$ cat src/rtl/axi_native_responder.sv
// AXI4 slave endpoint that turns each AW/W or AR burst into single-beat LiteDRAM
// native-port commands, one AXI transaction and one native command in flight.
module axi_native_responder #(
    parameter int ADDR_W = 32,
    parameter int DATA_W = 256,
    parameter int ID_W   = 1
) (
    input  logic                  clk,
    input  logic                  rst,
    input  logic                  axi_aw_valid,
    output logic                  axi_aw_ready,
    input  logic [ADDR_W-1:0]     axi_aw_payload_addr,
    input  logic [1:0]            axi_aw_payload_burst,
    input  logic [7:0]            axi_aw_payload_len,
    input  logic [ID_W-1:0]       axi_aw_payload_id,
    input  logic                  axi_w_valid,
    output logic                  axi_w_ready,
    input  logic                  axi_w_last,
    input  logic [DATA_W-1:0]     axi_w_payload_data,
    input  logic [DATA_W/8-1:0]   axi_w_payload_strb,
    output logic                  axi_b_valid,
    input  logic                  axi_b_ready,
    output logic                  axi_b_first,
    output logic                  axi_b_last,
    output logic [1:0]            axi_b_payload_resp,
    output logic [ID_W-1:0]       axi_b_payload_id,
    input  logic                  axi_ar_valid,
    output logic                  axi_ar_ready,
    input  logic [ADDR_W-1:0]     axi_ar_payload_addr,
    input  logic [1:0]            axi_ar_payload_burst,
    input  logic [7:0]            axi_ar_payload_len,
    input  logic [ID_W-1:0]       axi_ar_payload_id,
    output logic                  axi_r_valid,
    input  logic                  axi_r_ready,
    output logic                  axi_r_first,
    output logic                  axi_r_last,
    output logic [DATA_W-1:0]     axi_r_payload_data,
    output logic [1:0]            axi_r_payload_resp,
    output logic [ID_W-1:0]       axi_r_payload_id,
    output logic                  native_cmd_valid,
    input  logic                  native_cmd_ready,
    output logic                  native_cmd_payload_we,
    output logic [31:0]           native_cmd_payload_addr,
    output logic                  wdata_valid,
    input  logic                  wdata_ready,
    output logic [DATA_W-1:0]     wdata_payload_data,
    output logic [DATA_W/8-1:0]   wdata_payload_we,
    input  logic                  rdata_valid,
    output logic                  rdata_ready,
    input  logic [DATA_W-1:0]     rdata_payload_data
);

    typedef enum logic [2:0] {
        IDLE, WR_CMD, WR_DATA, WR_RESP, RD_CMD, RD_DATA
    } state_t;

    state_t          state_q, state_d;
    logic [26:0]     base_q, base_d;
    logic [7:0]      len_q, len_d;
    logic [7:0]      beat_q, beat_d;
    logic [1:0]      burst_q, burst_d;
    logic [ID_W-1:0] id_q, id_d;
    logic            err_q, err_d;
    logic            last_grant_q, last_grant_d;

    logic            grant_wr, grant_rd, beat_last, w_hs, r_hs;
    logic [26:0]     word_addr;

    // Native word address is modulo 2^27, so INCR bursts past the top wrap to 0.
    always_comb begin
        grant_wr  = axi_aw_valid && (!axi_ar_valid || !last_grant_q);
        grant_rd  = axi_ar_valid && !grant_wr;
        beat_last = (beat_q == len_q);
        word_addr = (burst_q == 2'b01) ? base_q + 27'(beat_q) : base_q;
        w_hs      = axi_w_valid && (err_q || wdata_ready);
        r_hs      = axi_r_ready && (err_q || rdata_valid);
    end

    always_comb begin
        state_d      = state_q;
        base_d       = base_q;
        len_d        = len_q;
        beat_d       = beat_q;
        burst_d      = burst_q;
        id_d         = id_q;
        err_d        = err_q;
        last_grant_d = last_grant_q;

        axi_aw_ready            = 1'b0;
        axi_ar_ready            = 1'b0;
        axi_w_ready             = 1'b0;
        axi_b_valid             = 1'b0;
        axi_b_first             = 1'b0;
        axi_b_last              = 1'b0;
        axi_b_payload_resp      = '0;
        axi_b_payload_id        = '0;
        axi_r_valid             = 1'b0;
        axi_r_first             = 1'b0;
        axi_r_last              = 1'b0;
        axi_r_payload_data      = '0;
        axi_r_payload_resp      = '0;
        axi_r_payload_id        = '0;
        native_cmd_valid        = 1'b0;
        native_cmd_payload_we   = 1'b0;
        native_cmd_payload_addr = '0;
        wdata_valid             = 1'b0;
        wdata_payload_data      = '0;
        wdata_payload_we        = '0;
        rdata_ready             = 1'b0;

        case (state_q)
            IDLE: begin
                if (grant_wr) begin
                    axi_aw_ready = 1'b1;
                    base_d       = 27'(axi_aw_payload_addr[ADDR_W-1:5]);
                    len_d        = axi_aw_payload_len;
                    burst_d      = axi_aw_payload_burst;
                    id_d         = axi_aw_payload_id;
                    beat_d       = '0;
                    err_d        = axi_aw_payload_burst[1];
                    last_grant_d = 1'b1;
                    state_d      = WR_CMD;
                end else if (grant_rd) begin
                    axi_ar_ready = 1'b1;
                    base_d       = 27'(axi_ar_payload_addr[ADDR_W-1:5]);
                    len_d        = axi_ar_payload_len;
                    burst_d      = axi_ar_payload_burst;
                    id_d         = axi_ar_payload_id;
                    beat_d       = '0;
                    err_d        = axi_ar_payload_burst[1];
                    last_grant_d = 1'b0;
                    state_d      = RD_CMD;
                end
            end
            WR_CMD: begin
                native_cmd_valid        = !err_q;
                native_cmd_payload_we   = 1'b1;
                native_cmd_payload_addr = 32'(word_addr);
                if (err_q || native_cmd_ready) state_d = WR_DATA;
            end
            WR_DATA: begin
                // Errored bursts still drain every W beat so the master is not stuck.
                if (err_q) begin
                    axi_w_ready = 1'b1;
                end else begin
                    wdata_valid        = axi_w_valid;
                    axi_w_ready        = wdata_ready;
                    wdata_payload_data = axi_w_payload_data;
                    wdata_payload_we   = axi_w_payload_strb;
                end
                if (w_hs) begin
                    if (axi_w_last != beat_last) err_d = 1'b1;
                    if (beat_last) begin
                        state_d = WR_RESP;
                    end else begin
                        beat_d  = beat_q + 8'd1;
                        state_d = WR_CMD;
                    end
                end
            end
            WR_RESP: begin
                axi_b_valid        = 1'b1;
                axi_b_first        = 1'b1;
                axi_b_last         = 1'b1;
                axi_b_payload_resp = err_q ? 2'b10 : 2'b00;
                axi_b_payload_id   = id_q;
                if (axi_b_ready) state_d = IDLE;
            end
            RD_CMD: begin
                native_cmd_valid        = !err_q;
                native_cmd_payload_addr = 32'(word_addr);
                if (err_q || native_cmd_ready) state_d = RD_DATA;
            end
            RD_DATA: begin
                if (err_q) begin
                    axi_r_valid = 1'b1;
                end else begin
                    axi_r_valid        = rdata_valid;
                    rdata_ready        = axi_r_ready;
                    axi_r_payload_data = rdata_payload_data;
                end
                axi_r_payload_resp = err_q ? 2'b10 : 2'b00;
                axi_r_payload_id   = id_q;
                axi_r_first        = (beat_q == 8'd0);
                axi_r_last         = beat_last;
                if (r_hs) begin
                    if (beat_last) begin
                        state_d = IDLE;
                    end else begin
                        beat_d  = beat_q + 8'd1;
                        state_d = RD_CMD;
                    end
                end
            end
            default: state_d = IDLE;
        endcase
    end

    always_ff @(posedge clk) begin
        if (rst) begin
            state_q      <= IDLE;
            base_q       <= '0;
            len_q        <= '0;
            beat_q       <= '0;
            burst_q      <= '0;
            id_q         <= '0;
            err_q        <= 1'b0;
            last_grant_q <= 1'b0;
        end else begin
            state_q      <= state_d;
            base_q       <= base_d;
            len_q        <= len_d;
            beat_q       <= beat_d;
            burst_q      <= burst_d;
            id_q         <= id_d;
            err_q        <= err_d;
            last_grant_q <= last_grant_d;
        end
    end

endmodule
$ cat config.mk
export PLATFORM = sky130hd
export DESIGN_NAME = axi_native_responder
export DESIGN_NICKNAME = d
export VERILOG_FILES = /design/src/rtl/axi_native_responder.sv
export SDC_FILE = /design/constraint.sdc
export NUM_CORES = 1
export LEC_CHECK = 0
export CAP_MARGIN = 20
export CORE_AREA = 2 2 475 477
export CTS_BUF_LIST = sky130_fd_sc_hd__clkbuf_8
export DETAILED_ROUTE_END_ITERATION = 12
export DIE_AREA = 0 0 477 479
export MAX_ROUTING_LAYER = met4
export PLACE_DENSITY = 0.3
export SYNTH_ARGS = -nofsm -noshare
export SYNTH_HDL_FRONTEND = slang
export SYNTH_SLANG_ARGS = --single-unit
$ cat constraint.sdc
create_clock -name clk -period 2.75 [get_ports clk]
set_input_delay 0.4125 -clock clk [delete_from_list [all_inputs] [get_ports clk]]
set_output_delay 0.4125 -clock clk [all_outputs]
set_load 0.02 [all_outputs]
== Yosys cells after proc, flatten, opt, wreduce, memory -nomap -nowiden ==
Cells that the tools add are included.
Operators by class
  $add $sub $neg: 2
  equal/unequal tests: 15
  mux-type cells: 62
  reduce and logical (&&, ||, !) cells: 22
Operator list (count)
  256-bit 2-to-1 mux: 4
  27-bit 2-to-1 mux: 4
  32-bit 2-to-1 mux: 2
  8-bit 2-to-1 mux: 7
  1-bit 2-to-1 mux: 28
  27-bit by 8-bit adder with 27-bit output: 1
  3-bit 2-to-1 mux: 8
  8-bit one-hot mux with 3 select lines: 1
  3-bit one-hot mux with 6 select lines: 1
  2-bit 2-to-1 mux: 6
  2-bit != test (second input constant): 6
  8-bit by 1-bit adder with 8-bit output (second input constant): 1
  8-bit equality test: 1
  8-bit logical NOT: 1
  4-bit AND reduction: 2
  3-bit by 2-bit equality test with 1-bit output (second input constant): 2
  3-bit equality test (second input constant): 2
  6-bit AND reduction: 1
  1-bit logical AND: 4
  1-bit logical NOT: 4
  1-bit logical OR: 4
  2-bit nonzero test: 2
  3-bit by 1-bit equality test with 1-bit output (second input constant): 1
  3-bit logical NOT: 1
  7 further kinds: 7
Word-level totals
  register bits: 51

== Logic depth before layout (Yosys ltp) ==
Gate-level depths: netlist (run 1).
  depth in word-level cells: 8
  gate-level depth with buffers: 9
  mapped depth without buffers: 8

== Least setup slack after synthesis (run 1) ==
No wires, ideal clock.
  path kind: register to output
  start: reg beat_q[0]
  end: out native_cmd_payload_addr[14]
  data arrival time: 2.443 ns
  setup slack: -0.105 ns
  cell stages (with the launch flop): 10
  path buffers: 1
  cells stage by stage: dfxtp_1 > ha_1 > inv_1 > fa_1 > nand2b_1 > a21oi_1 > o21ai_1 > clkbuf_1 > or3_1 > a21oi_1
Between the ends
  longest elaborated chain between the ends: 3
RTL lines
  start, declared: RTL line 60  | logic [7:0] beat_q, beat_d;
  start signal, assigned: RTL line 213  | beat_q <= beat_d;
  27-bit by 8-bit adder with 27-bit output: RTL line 74  | word_addr = (burst_q == 2'b01) ? base_q + 27'(beat_q) : base_q;
  27-bit 2-to-1 mux: RTL line 74
  27-bit 2-to-1 mux: RTL line 111  | case (state_q)
  end, declared: RTL line 43  | output logic [31:0] native_cmd_payload_addr,
No other way between the ends.

== Worst setup path in the final report (run 1) ==
  start: reg base_q[4]
  end: out native_cmd_payload_addr[19]
Between the ends
  longest elaborated chain between the ends: 3
RTL lines
  start, declared: RTL line 58  | logic [26:0] base_q, base_d;
  start signal, assigned: RTL line 211  | base_q <= base_d;
  27-bit by 8-bit adder with 27-bit output: RTL line 74
  27-bit 2-to-1 mux: RTL line 74
  27-bit 2-to-1 mux: RTL line 111
No other way between the ends.

==> flow_summary.toml, run 1 <==
[status]
status = "finished, violations left"
violations = "setup timing"

[synthesis]
synthAdderAreaFrac_pct = 1.88
synth.area.mux_share_pct = 6.22
synth_compound_area_share_pct = 11.8
synth_edf_count = 0
synth_area_um2 = 7720
synth_top_family_by_area = "simple AND/OR/NAND/NOR gates"
async_flop_share_pct = 0
synth_cell_types = 60
synthSimpleGateAreaFrac_pct = 55.9
synth_ff_type = "dfxtp_1"
syn_inst = 1163
synth-xor-area-share_pct = 1.47
syn_area_per_cell_um2 = 6.64
yosysSeqAreaShare_pct = 13.2
ys.warnings.count = 0
ys_ff_latch = 51

[min_path]
hold_depth = 1
min_from = "burst_q[1]"
hold_path.class = "register to register"
whs_endpoint = "burst_q[1]"

[floorplanning]
ioPinCount = 1236
coreArea_um2 = 224000
die-area_um2 = 228000
initial_core_util_pct = 3.45
dieWidth_um = 477
die_y_um = 479
rows = 174

[place]
port_buffers = 1218
gp_congestion = 0.936
post-dp-hpwl_mm = 193
place_area_um2 = 27600

[timing]
hold_viol = 0
slew_headroom_pct = 52.6
fin_setup_tns_ns = -6.53
worst_pin_slew_ns = 0.711
fin_crit_ns = 3.24
fin_crit_sh_pct = 118
fin_skew_ns = 0.0299
fin_ws_ns = -0.487
report.final.slew_viol_count = 0
rsz0062_at_grt = "yes"
fmax_ghz = 0.309
setup_viol_count_final = 20

[route]
first_iter_violations = 1154
wl_per_cell_um = 38.1
antenna_left = 0
wl_mm = 208
drc = 0
vias = 15700
drt_pass1_iterations = 8
via_per_inst = 2.88

[clock_network]
clock_latency_ns = 0.39
cts_hold_buffers = 0
path_clk_slew_ns = 0.11
clk_path_buf_depth = 2
clock-sinks = 51
cts-buffers-inserted = 5
cts_tree = "built"
clock-root-buffer = "clkbuf_8"
cts.htree.levels = 2

[setup_path]
r2r-end = "beat_q[1]"
rrSetupSlack_ns = 0.34
critPathKind = "register to output port"
worstPathArrival_ns = 2.82
reg2reg_depth = 9
r2r-start = "state_q[2]"
cp-end-kind = "output port"
worstPathRequired_ns = 2.34
crit_path_start_kind = "register"
critPathMaxFanout = 4

[grt]
grt_pass1_wl_mm = 245
antenna_found_initial = 267
grt_max_degree = 65
grt_usage_pct = 18.0
overflow = 0
grt_pass1_vias = 15100

[cells_and_area]
fin_area_um2 = 28500
layout_commonest_cell = "clkdlybuf4s50_1"
final_layout_size_suffix_gt1_share_pct = 29.5
area_growth_pct = 269
fin_nets = 3004
fill_cells = 25600
final_cell_mix = "clkdlybuf4s50_1 (657), and3_1 (502), buf_12 (383)"

[power]
vdd_ir_drop_max_v = 0.000283
power_density_nw_per_um2 = 458
p_leak_nw = 12.6

[flow_run]
drv_cap = 0
metal layers:
metal | track usage [%] | up-vias | wire length (um)
met3 | 9.00 | 246 | 27600
met2 | 28.7 | 1155 | 95400
met5 | - | - | 0
li1 | - | 6806 | -
met1 | 20.3 | 7519 | 80200
met4 | 3.40 | 0 | 5240
worst max path at each step:
| stage | from | end | slack [ns] | cells after the start |
|---|---|---|---|---|
| final | base_q[4] | native_cmd_payload_addr[19] | -0.49 | 9 |
| after global routing | beat_q[1] | native_cmd_payload_addr[23] | -0.62 | 9 |
| after CTS | base_q[0] | native_cmd_payload_addr[20] | -0.54 | 12 |
| after detailed placement | base_q[0] | native_cmd_payload_addr[20] | -0.59 | 11 |
| after global placement | base_q[0] | native_cmd_payload_addr[22] | -0.64 | 11 |
| after floorplan | beat_q[0] | native_cmd_payload_addr[22] | 0.05 | 8 |
state kept, by name (all words and copies together) (netlist names):
register	flops
state_q	3
base_q	27
beat_q	8
burst_q	2
last_grant_q	1
len_q	8
err_q	1
id_q	1
worst max-delay path, stage by stage, from the launching register on:
cell and delay [ns]:
dfxtp_2 0.34, ha_1 0.30, and2_4 0.18, nand3_2 0.09, a2111o_1 0.53, buf_12 0.19, buf_6 0.12, a211oi_2 0.19
mux2i_1 0.32, buf_4 0.20
cell families (layout without fill, tap and decap cells):
family,count (synthesis),in the layout
simple gates,732,732
buf+inv,177,1361
compound gates,130,130
flops,51,51
mux,48,48
xor+xnor,13,13
fa+ha+maj,11,11
other cells,1,128
metrics by stage:
stage / total power, W / util, % / setup WS, ns / std cells / hold slack, ns
2_1_floorplan: 0.00521 / - / 0.0537 / 1169 / 0.437
3_3_place_gp: 0.0123 / 12.3 / -0.639 / 5324 / 0.464
3_5_place_dp: 0.0123 / 12.3 / -0.588 / 5324 / 0.470
4_1_cts: 0.0133 / 12.5 / -0.543 / 5347 / 0.498
5_1_grt: 0.0138 / 12.7 / -0.623 / 5438 / 0.519
6_report: 0.0131 / 12.7 / -0.487 / 5466 / 0.494
timing repair:
action | CTS | global route
setup buffers | 12 | 2
gates cloned | 4 | 0
pin swaps | 24 | 18
setup endpoints to repair | 325 | 81
gates resized for setup | 214 | 88
synth_stat cells, types with 10 or more instances:
library cell / instances / area, um2
and3_1: 551 / 3450
clkbuf_1: 133 / 499
nor2_1: 64 / 240
dfxtp_1: 51 / 1020
mux2i_1: 48 / 480
nand2_1: 41 / 154
a211oi_1: 38 / 285
a21oi_1: 32 / 160
buf_2: 20 / 100
o21ai_0: 15 / 75.1
inv_1: 12 / 45.0
or3_1: 12 / 75.1
nand3_1: 11 / 55.1
xor2_1: 11 / 96.3
ha_1: 10 / 125
nor3_1: 10 / 50.1
report_power, final:
group          internal (W)  switching (W)
Combinational       0.00485        0.00627
Clock              0.000190       0.000395
Sequential          0.00101       0.000337
area by class of cell:
| cell class | count | area (um2) | area share (%) |
|---|---|---|---|
| clock inverter | 3 | 26.3 | 0.0923 |
| timing repair inverter | 2 | 17.5 | 0.0615 |
| timing repair buffer | 1338 | 16800 | 59.1 |
| clock buffer | 5 | 68.8 | 0.242 |
| inverter | 13 | 65.1 | 0.229 |
| antenna | 121 | 303 | 1.06 |
| sequential | 51 | 1030 | 3.63 |
| tap | 2992 | 3740 | 13.1 |
| multi-input combinational | 941 | 6380 | 22.4 |
Power figures use the tool's default switching activity.
==> run 2: changes to the inputs <==
--- a/config.mk
+++ b/config.mk
@@ -12,6 +12,7 @@
 export DIE_AREA = 0 0 477 479
 export MAX_ROUTING_LAYER = met4
 export PLACE_DENSITY = 0.3
+export REMOVE_ABC_BUFFERS = 1
 export SYNTH_ARGS = -nofsm -noshare
 export SYNTH_HDL_FRONTEND = slang
 export SYNTH_SLANG_ARGS = --single-unit
==> run 2 against run 1 <==
The run still ends with setup timing left. Combinational power is 22% higher. Die area stayed put. First-iteration DRC count is 23% lower. Global-route usage is 2.2 points higher. Register-to-register slack worse by 0.12 ns. Design area is 9.7% higher. Utilization is 1.2 points higher. Flip-flop and latch count stayed put. Critical path type unchanged. Largest power group unchanged.
==> flow_summary.toml, run 2 (synthesis results as in run 1) <==
[route]
wl_per_cell_um = 42.0
via_per_inst = 2.91
wl_mm = 235
drc = 0
vias = 16300
drt_pass1_iterations = 5
first_iter_violations = 891
antenna_left = 0

[place]
port_buffers = 1218
post-dp-hpwl_mm = 213
place_area_um2 = 28100
gp_congestion = 1.02
preCtsSetupSlack_ns = -0.614

[setup_path]
worstPathArrival_ns = 2.80
cp-end-kind = "output port"
worstPathRequired_ns = 2.34
worst-path-buf-inv = 4
cp_common_cell = "buf_12"
crit_path_start_kind = "register"
worstPathCellList = "ha_4, a21o_1, nand3_2, a2111o_1, buf_12, buf_6, a211oi_2, mux2i_1, buf_4, buf_12"
cp_top_family = "compound AO/OA/AOI/OAI gates"
critPathMaxStageDelay_ns = 0.42
critPathKind = "register to output port"
r2r-end = "beat_q[4]"
critPathMaxFanout = 5
reg2reg_depth = 12
r2r-start = "state_q[2]"
rrSetupSlack_ns = 0.22
critical-path-slowest-cell = "a2111o_1"

[cells_and_area]
largest_reg_flops = 27
final_layout_size_suffix_gt1_share_pct = 41.6
fin_nets = 3109
fill_cells = 25400
layout_commonest_cell = "clkdlybuf4s50_1"
postLayoutCoreUtil_pct = 14.0
fin_area_um2 = 31200
top_register = "base_q"
reg.largest.list = "base_q (27), beat_q (8), len_q (8)"
final_cell_mix = "clkdlybuf4s50_1 (631), buf_12 (414), and3_1 (334)"
area_growth_pct = 304

[clock_network]
clock-root-buffer = "clkbuf_8"
clk_path_buf_depth = 2
clock-sinks = 51
cts_hold_buffers = 0
cts.htree.levels = 2
path_clk_slew_ns = 0.17
cts-buffers-inserted = 5
cts_tree = "built"
clock_latency_ns = 0.41

[grt]
overflow = 0
antenna_found_initial = 315
grt_pass1_vias = 15400
grt_max_degree = 67
grt_pass1_wl_mm = 271
grt_usage_pct = 20.2

[min_path]
hold_depth = 2
hold_path.class = "primary input to register"
min_from = "rst"
whs_endpoint = "state_q[1]"

[status]
status = "finished, violations left"
violations = "setup timing"

[floorplanning]
ioPinCount = 1236
initial_core_util_pct = 3.45
rows = 174
dieWidth_um = 477
coreArea_um2 = 224000
die-area_um2 = 228000
die_y_um = 479

[timing]
fin_skew_ns = 0.0506
fin_crit_ns = 3.21
hold_viol = 0
fin_crit_sh_pct = 117
setup_viol_count_final = 68
fin_ws_ns = -0.460
slew_headroom_pct = 61.9
rsz0062_at_grt = "yes"
worst_pin_slew_ns = 0.565
holdWs_ns = 0.508
report.final.slew_viol_count = 0
fmax_ghz = 0.312

[power]
power_density_nw_per_um2 = 490
vdd_ir_drop_max_v = 0.000272
p_leak_nw = 12.9

[flow_run]
drv_cap = 0
==> run 2: cell type report <==
class	instances	area [um2]	share of cell area, %
antenna	154	385	1.23
clock buffer	5	68.8	0.220
clock inverter	3	27.5	0.0881
inverter	13	56.3	0.180
multi-input combinational	941	7400	23.7
sequential	51	1040	3.32
tap	2992	3740	12.0
timing repair buffer	1445	18500	59.3
==> run 2: report_power, final <==
group	switching (W)	total, W	internal (W)	leakage (nW)
Sequential	0.000257	0.00127	0.00101	0.426
Clock	0.000380	0.000568	0.000189	0.0472
Combinational	0.00725	0.0135	0.00622	12.4
Total	0.00789	0.0153	0.00741	12.9
==> run 2: through the flow <==
step                      power [W]  std cells  setup TNS, ns
after floorplan             0.00442       1005       -4128.55
after global routing         0.0161       5588         -19.19
after global placement       0.0132       5371          -6.68
after CTS                    0.0152       5435         -15.31
after detailed placement     0.0132       5371          -6.24
final                        0.0153       5604          -8.07
==> run 2: worst max-delay path by stage <==
stage / slack (ns) / cells after the start / to / from
floorplan: -9.97 / 5 / beat_q[1] / state_q[1]
global placement: -0.68 / 10 / native_cmd_payload_addr[20] / beat_q[0]
detailed placement: -0.61 / 10 / native_cmd_payload_addr[20] / beat_q[0]
CTS: -0.51 / 8 / native_cmd_payload_addr[21] / beat_q[1]
global route: -0.56 / 10 / native_cmd_payload_addr[19] / beat_q[1]
finish: -0.46 / 10 / native_cmd_payload_addr[19] / beat_q[1]
==> run 2: metal layers <==
layer | part of all wire, % | global-route usage [%]
met5 | 0 | -
met2 | 48 | 33.7
met1 | 34 | 18.9
met4 | 1.5 | 2.40
met3 | 16 | 15.4
==> run 2: what timing repair did <==
action	4_1_cts	5_1_grt
buffers inserted	38	15
cloned	21	7
setup endpoints to repair	461	259
pin swaps	68	35
gates resized for setup	424	283
